==> src/rtl/lcd_frame_streamer.sv <==
// Streams one ST7735 frame over SPI mode 0: the CASET/RASET/RAMWR window header, then the
// whole raster as RGB565 words fetched from the renderer through a pixel_req/pixel_in handshake.
`timescale 1ns/1ps
module lcd_frame_streamer #(
  parameter int LCD_W   = 128,
  parameter int LCD_H   = 160,
  parameter int CLK_DIV = 2,
  parameter int X_OFS   = 0,
  parameter int Y_OFS   = 0
) (
  input  logic        clk,
  input  logic        reset,
  input  logic        start,
  output logic        busy,
  output logic        frame_done,
  output logic [12:0] x,
  output logic [12:0] y,
  output logic        pixel_req,
  input  logic [15:0] pixel_in,
  output logic        lcd_sck,
  output logic        lcd_mosi,
  output logic        lcd_dc,
  output logic        lcd_cs_n
);

  typedef enum logic [2:0] {
    S_IDLE   = 3'd0,
    S_HDR    = 3'd1,
    S_PREQ   = 3'd2,
    S_PWAIT  = 3'd3,
    S_PSHIFT = 3'd4,
    S_DONE   = 3'd5
  } state_e;

  localparam logic [7:0]  CMD_CASET = 8'h2A;
  localparam logic [7:0]  CMD_RASET = 8'h2B;
  localparam logic [7:0]  CMD_RAMWR = 8'h2C;
  localparam logic [7:0]  X_OFS_B   = 8'(X_OFS);
  localparam logic [7:0]  X_END_B   = 8'(X_OFS + LCD_W - 1);
  localparam logic [7:0]  Y_OFS_B   = 8'(Y_OFS);
  localparam logic [7:0]  Y_END_B   = 8'(Y_OFS + LCD_H - 1);
  localparam logic [7:0]  DIV_LAST  = 8'(CLK_DIV - 1);
  localparam logic [12:0] X_LAST    = 13'(LCD_W - 1);
  localparam logic [12:0] Y_LAST    = 13'(LCD_H - 1);
  localparam logic [3:0]  HDR_LAST  = 4'd10;

  state_e      state_q;
  logic        busy_q;
  logic        done_q;
  logic        preq_q;
  logic        sck_q;
  logic        dc_q;
  logic        cs_n_q;
  logic [12:0] x_q;
  logic [12:0] y_q;
  logic [15:0] shreg_q;
  logic [3:0]  bit_cnt_q;
  logic [3:0]  byte_idx_q;
  logic [7:0]  div_q;

  logic        tick_s;
  logic        bit_end_s;
  logic        word_end_s;
  logic        last_px_s;
  logic [3:0]  bit_last_s;
  logic [3:0]  next_idx_s;
  logic [7:0]  next_byte_s;

  function automatic logic [7:0] hdr_byte(input logic [3:0] idx);
    logic [7:0] b;
    case (idx)
      4'd0:    b = CMD_CASET;
      4'd2:    b = X_OFS_B;
      4'd4:    b = X_END_B;
      4'd5:    b = CMD_RASET;
      4'd7:    b = Y_OFS_B;
      4'd9:    b = Y_END_B;
      4'd10:   b = CMD_RAMWR;
      default: b = 8'h00;
    endcase
    return b;
  endfunction

  function automatic logic hdr_is_data(input logic [3:0] idx);
    return !((idx == 4'd0) || (idx == 4'd5) || (idx == 4'd10));
  endfunction

  // Bit and word boundaries of the serializer shared by header bytes and pixel words
  always_comb begin
    tick_s    = (div_q == DIV_LAST);
    bit_end_s = sck_q && tick_s;
    if (state_q == S_HDR) begin
      bit_last_s = 4'd7;
    end else begin
      bit_last_s = 4'd15;
    end
    word_end_s  = bit_end_s && (bit_cnt_q == bit_last_s);
    last_px_s   = (x_q == X_LAST) && (y_q == Y_LAST);
    next_idx_s  = byte_idx_q + 4'd1;
    next_byte_s = hdr_byte(next_idx_s);
  end

  // Frame sequencer, SPI serializer and raster walker
  always_ff @(posedge clk or posedge reset) begin
    if (reset) begin
      state_q    <= S_IDLE;
      busy_q     <= 1'b0;
      done_q     <= 1'b0;
      preq_q     <= 1'b0;
      sck_q      <= 1'b0;
      dc_q       <= 1'b0;
      cs_n_q     <= 1'b1;
      x_q        <= 13'd0;
      y_q        <= 13'd0;
      shreg_q    <= 16'h0000;
      bit_cnt_q  <= 4'd0;
      byte_idx_q <= 4'd0;
      div_q      <= 8'd0;
    end else begin
      case (state_q)
        S_IDLE: begin
          if (start) begin
            cs_n_q     <= 1'b0;
            busy_q     <= 1'b1;
            byte_idx_q <= 4'd0;
            bit_cnt_q  <= 4'd0;
            div_q      <= 8'd0;
            sck_q      <= 1'b0;
            dc_q       <= 1'b0;
            shreg_q    <= {CMD_CASET, 8'h00};
            state_q    <= S_HDR;
          end
        end
        S_HDR, S_PSHIFT: begin
          if (tick_s) begin
            div_q <= 8'd0;
            sck_q <= ~sck_q;
          end else begin
            div_q <= div_q + 8'd1;
          end
          if (bit_end_s && !word_end_s) begin
            bit_cnt_q <= bit_cnt_q + 4'd1;
            shreg_q   <= {shreg_q[14:0], 1'b0};
          end
          // Word boundary: SCK is going low here, so dc may change for the next byte
          if (word_end_s) begin
            bit_cnt_q <= 4'd0;
            if (state_q == S_HDR) begin
              if (byte_idx_q == HDR_LAST) begin
                x_q     <= 13'd0;
                y_q     <= 13'd0;
                dc_q    <= 1'b1;
                preq_q  <= 1'b1;
                state_q <= S_PREQ;
              end else begin
                byte_idx_q <= next_idx_s;
                shreg_q    <= {next_byte_s, 8'h00};
                dc_q       <= hdr_is_data(next_idx_s);
              end
            end else begin
              if (x_q == X_LAST) begin
                x_q <= 13'd0;
                y_q <= y_q + 13'd1;
              end else begin
                x_q <= x_q + 13'd1;
              end
              if (last_px_s) begin
                cs_n_q  <= 1'b1;
                busy_q  <= 1'b0;
                done_q  <= 1'b1;
                state_q <= S_DONE;
              end else begin
                preq_q  <= 1'b1;
                state_q <= S_PREQ;
              end
            end
          end
        end
        S_PREQ: begin
          preq_q  <= 1'b0;
          state_q <= S_PWAIT;
        end
        S_PWAIT: begin
          shreg_q   <= pixel_in;
          bit_cnt_q <= 4'd0;
          div_q     <= 8'd0;
          state_q   <= S_PSHIFT;
        end
        S_DONE: begin
          done_q  <= 1'b0;
          state_q <= S_IDLE;
        end
        default: begin
          state_q <= S_IDLE;
        end
      endcase
    end
  end

  assign busy       = busy_q;
  assign frame_done = done_q;
  assign pixel_req  = preq_q;
  assign x          = x_q;
  assign y          = y_q;
  assign lcd_sck    = sck_q;
  assign lcd_mosi   = shreg_q[15];
  assign lcd_dc     = dc_q;
  assign lcd_cs_n   = cs_n_q;

endmodule

==> config.mk <==
export PLATFORM = sky130hd
export DESIGN_NAME = lcd_frame_streamer
export DESIGN_NICKNAME = d
export VERILOG_FILES = /design/src/rtl/lcd_frame_streamer.sv
export SDC_FILE = /design/constraint.sdc
export NUM_CORES = 1
export LEC_CHECK = 0
export ABC_AREA = 1
export BUFFER_PORTS_ARGS = -buffer_cell sky130_fd_sc_hd__clkbuf_2
export CAP_MARGIN = 30
export CORE_UTILIZATION = 30
export CTS_BUF_LIST = sky130_fd_sc_hd__clkbuf_8 sky130_fd_sc_hd__clkbuf_16
export DETAILED_ROUTE_END_ITERATION = 7
export PLACE_DENSITY = 0.57
export SKIP_CTS_REPAIR_TIMING = 1
export SLEW_MARGIN = 20
export SYNTH_ARGS = -nofsm -noshare
export SYNTH_HDL_FRONTEND = slang
export SYNTH_SLANG_ARGS = --single-unit
==> constraint.sdc <==
create_clock -name clk -period 2.21 [get_ports clk]
set_input_delay 0.1105 -clock clk [delete_from_list [all_inputs] [get_ports clk]]
set_output_delay 0.1105 -clock clk [all_outputs]
set_load 0.1 [all_outputs]
==> results.txt <==
Setup WS post-layout: 0.1919 ns
Worst path slowest cell: dfrtp_1
Xor and xnor area share after synthesis: 0.02126
CP top delay family: simple AND/OR/NAND/NOR gates
Clk sink count: 67
Mux contribution to synthesized area: 0
Worst path max stage delay: 0.40 ns
Hold path cells: 3
Syn. warnings: 0
IO Port Bufs: 51
Clk pwr share: 0.285
Number of flops mapped to enable cells by yosys: 0
Share of cells above drive strength 1: 0.1794
#FFs+latches synth: 67
Fmax: 495.5 MHz
Post-Syn Instances: 563
Final max-slew violation count: 0
Crit Reg-Reg Startpoint: div_q[1]$_DFFE_PP0P_
Clock root buffer: clkbuf_16
Critical path, cell by cell: inv_1 > ha_1 > nand2_1 > nor2_1 > nand3_2 > nor2_8 > nand2_4 > nor2_4 > inv_1 > o21ai_0 > a21oi_1
Syn avg cell area: 7.318 µm²
Hold Path Class: input port to flop
Kind of critical path: flop to flop
Final wirelength: 10.17 mm
Worst Hold Launch: pixel_in[1]
First-pass GRT wire length: 17.12 mm
RSZ-0062 raised after global routing: false
Sequential share of the synthesized area: 0.4072
Post-synthesis adder-cell area fraction: 0.03037
Switch Pwr: 2385 µW
Vias per cell: 4.782
Number of cells on the critical path: 11
Path depth of the worst reg2reg path: 11
Post-layout min period: 2.018 ns
Final hold violation count: 0
Number of global-route vias before repair: 3541
Die ar.: 14210 µm²
Outcome: finished, final reports clean
Power per cell area: 1113 nW/µm²
Worst-margin pin slew: 0.5678 ns
Nets@finish: 654
Top post-synthesis cells by area: dfrtp_1 40%, nand2_1 13%, nand3_1 7.4%
Top_reg_cell synth: dfrtp_1
Sw Share: 0.4300
Setup TNS: 0 ns
Post-Syn Area: 4120 µm²
Highest-count cells in the layout ignoring fill and taps: 143 x nand2_1, 65 x nor2_1, 61 x dfrtp_1, 60 x inv_1, 60 x nand3_1
Post-route antenna net violation count: 0
Clock transition at path regs: 0.06 ns
Routed len/inst: 12.62 µm
Yosys top cell by area: dfrtp_1
Final setup violation count: 0
Reg2Reg Setup Slack: 0.19 ns
GR Overflow Total: 0
Ant. Diodes: 0
Final period util: 0.9132
Io pins: 52
Skew-Pair Late Insertion Delay: 0.34 ns
Slew HR: 0.6209
FF+latch area: 1684 µm²
Post-placement cell count: 787
RePlAce Congestion: 0.8454
# DRC: 0
Yosys cell types: 38
Comb pwr share: 0.411
Initial DRC Count: 336
DR pass1 iterations: 5
Total GRT Usage: 0.1518
P_leak: 0.002451 µW
Max FO, Critical Path: 15
Layout Skew: 0.004123 ns
Crit path launch type: flop
Hold path endpoint: shreg_q[1]$_DFFE_PP0P_
Placeable Area: 13300 µm²
Synth Area in Simple Gates: 0.3486
Post-DP HPWL: 7.527 mm
Initial cell density of the core: 0.3099
Largest net degree at the start of global routing: 44
Post-synthesis async set-or-reset flop share: 1.000
Initial antenna violation count: 0
Int Pwr: 3162 µW
Max Root-Sink Buffers: 2
Mapped Nets: 592
Most common cell after layout, fill and taps aside: nand2_1
Share of the synthesized area in the top cell type: 0.4009
Flop pwr share: 0.304
Cell Rows: 42
CP arrival: 2.24 ns
H-tree levels: 3
Reg2reg end: x[2]$_DFFE_PP0P_
Crit-path most repeated cell: inv_1
Main combinational cell family by area after synthesis: simple AND/OR/NAND/NOR gates
Pre-CTS WS: 0.1331 ns
Routed vias: 3854
Post-route insts no fill: 806
MaxCap Viol Count: 0
Die height: 119.2 µm
CTS buffer count: 9
Total power: 5547 µW
Fillers: 1382
Multi-input logic area: 2138 µm²
CTS tree: built
Worst VDD drop: 0.5410 mV
Post-synthesis compound-gate area fraction: 0.1157
P&R area growth vs syn: 21.01%
Critical path buffers and inverters: 2
Die X: 119.2 µm
CP Data Required Time: 2.43 ns
Crit. End Element: flop
-- stage by stage --
| step | util | hold slack, ns | cell area, µm² |
|---|---|---|---|
| 2_1_floorplan | - | 0.2271 | 4125 |
| 3_3_place_gp | 0.3469 | 0.1800 | 4612 |
| 3_5_place_dp | 0.3469 | 0.1847 | 4612 |
| 4_1_cts | 0.3715 | -0.1770 | 4940 |
| 5_1_grt | 0.3750 | 0.01053 | 4986 |
| 6_report | 0.3750 | 0.003710 | 4986 |
-- flip-flops by register name (all words and copies together) (netlist names) --
register    cells
shreg_q        16
lcd_cs_n        1
byte_idx_q      4
bit_cnt_q       4
div_q           8
pixel_req       1
y              13
state_q         3
x              13
lcd_dc          1
busy            1
frame_done      1
lcd_sck         1
-- worst register-to-register path: stages (launching register included) --
cell	delay, ns
dfrtp_1	0.40
inv_1	0.09
ha_1	0.14
nand2_1	0.05
nor2_1	0.19
nand3_2	0.15
nor2_8	0.23
nand2_4	0.17
nor2_4	0.23
inv_1	0.11
o21ai_0	0.09
a21oi_1	0.06
-- Yosys cell counts, types with 3 or more instances --
master / instances
dfrtp_1: 66
o211ai_1: 3
xor2_1: 8
nor2_2: 3
o21ai_0: 32
buf_4: 3
nor3_1: 9
inv_2: 5
nand4_1: 11
nand3b_1: 4
or2_2: 4
nand3_1: 61
nor2_1: 66
clkbuf_1: 4
o22ai_1: 3
nand2_1: 143
nand2_2: 4
nand2_4: 3
a22oi_1: 6
buf_2: 4
o31ai_1: 9
a21oi_1: 19
o21ai_1: 4
ha_1: 10
inv_1: 61
-- layout make-up --
cell class / instances / share of cell area
clock buffers: 11 / 0.05069
clock inverters: 5 / 0.01506
inverters: 66 / 0.05019
multi-input cells: 418 / 0.4289
flip-flops and latches: 67 / 0.3378
well taps: 176 / 0.04417
repair buffers: 63 / 0.07327
-- how the worst max path moves through the flow --
| stage | from | end | slack, ns |
|---|---|---|---|
| after global routing | div_q[1]$_DFFE_PP0P_ | x[2]$_DFFE_PP0P_ | 0.0009 |
| after global placement | y[0]$_DFFE_PP0P_ | busy$_DFFE_PP0P_ | 0.20 |
| after floorplan | y[2]$_DFFE_PP0P_ | y[9]$_DFFE_PP0P_ | 0.01 |
| after detailed placement | div_q[1]$_DFFE_PP0P_ | x[2]$_DFFE_PP0P_ | 0.13 |
| final | div_q[1]$_DFFE_PP0P_ | x[2]$_DFFE_PP0P_ | 0.19 |
| after CTS | div_q[1]$_DFFE_PP0P_ | x[2]$_DFFE_PP0P_ | 0.13 |
-- logic make-up after synthesis --
logic type / Yosys count
fa+ha+maj: 10
buf+inv: 78
simple gates: 316
compound gates: 82
xor+xnor: 10
flops: 67
-- power groups by stage --
stage / registers (µW) / clock network [µW] / logic (µW)
floorplan: 1960 / 0 / 1450
global placement: 1690 / 0 / 2250
detailed placement: 1710 / 0 / 2300
CTS: 1690 / 1630 / 2310
global route: 1720 / 1680 / 2570
finish: 1690 / 1580 / 2280
-- routing by layer --
layer  global-route usage  routed length, µm  vias to the layer above  share of wire
li1                     -                  -                     1978              -
met1               0.1909               4717                     1786           0.46
met2               0.2518               4935                       80           0.49
met3              0.04454                399                       10          0.039
met4              0.04114                116                        0          0.011
met5                    0                  0                        -              0
Note: power is estimated with default switching activity, not from simulation.
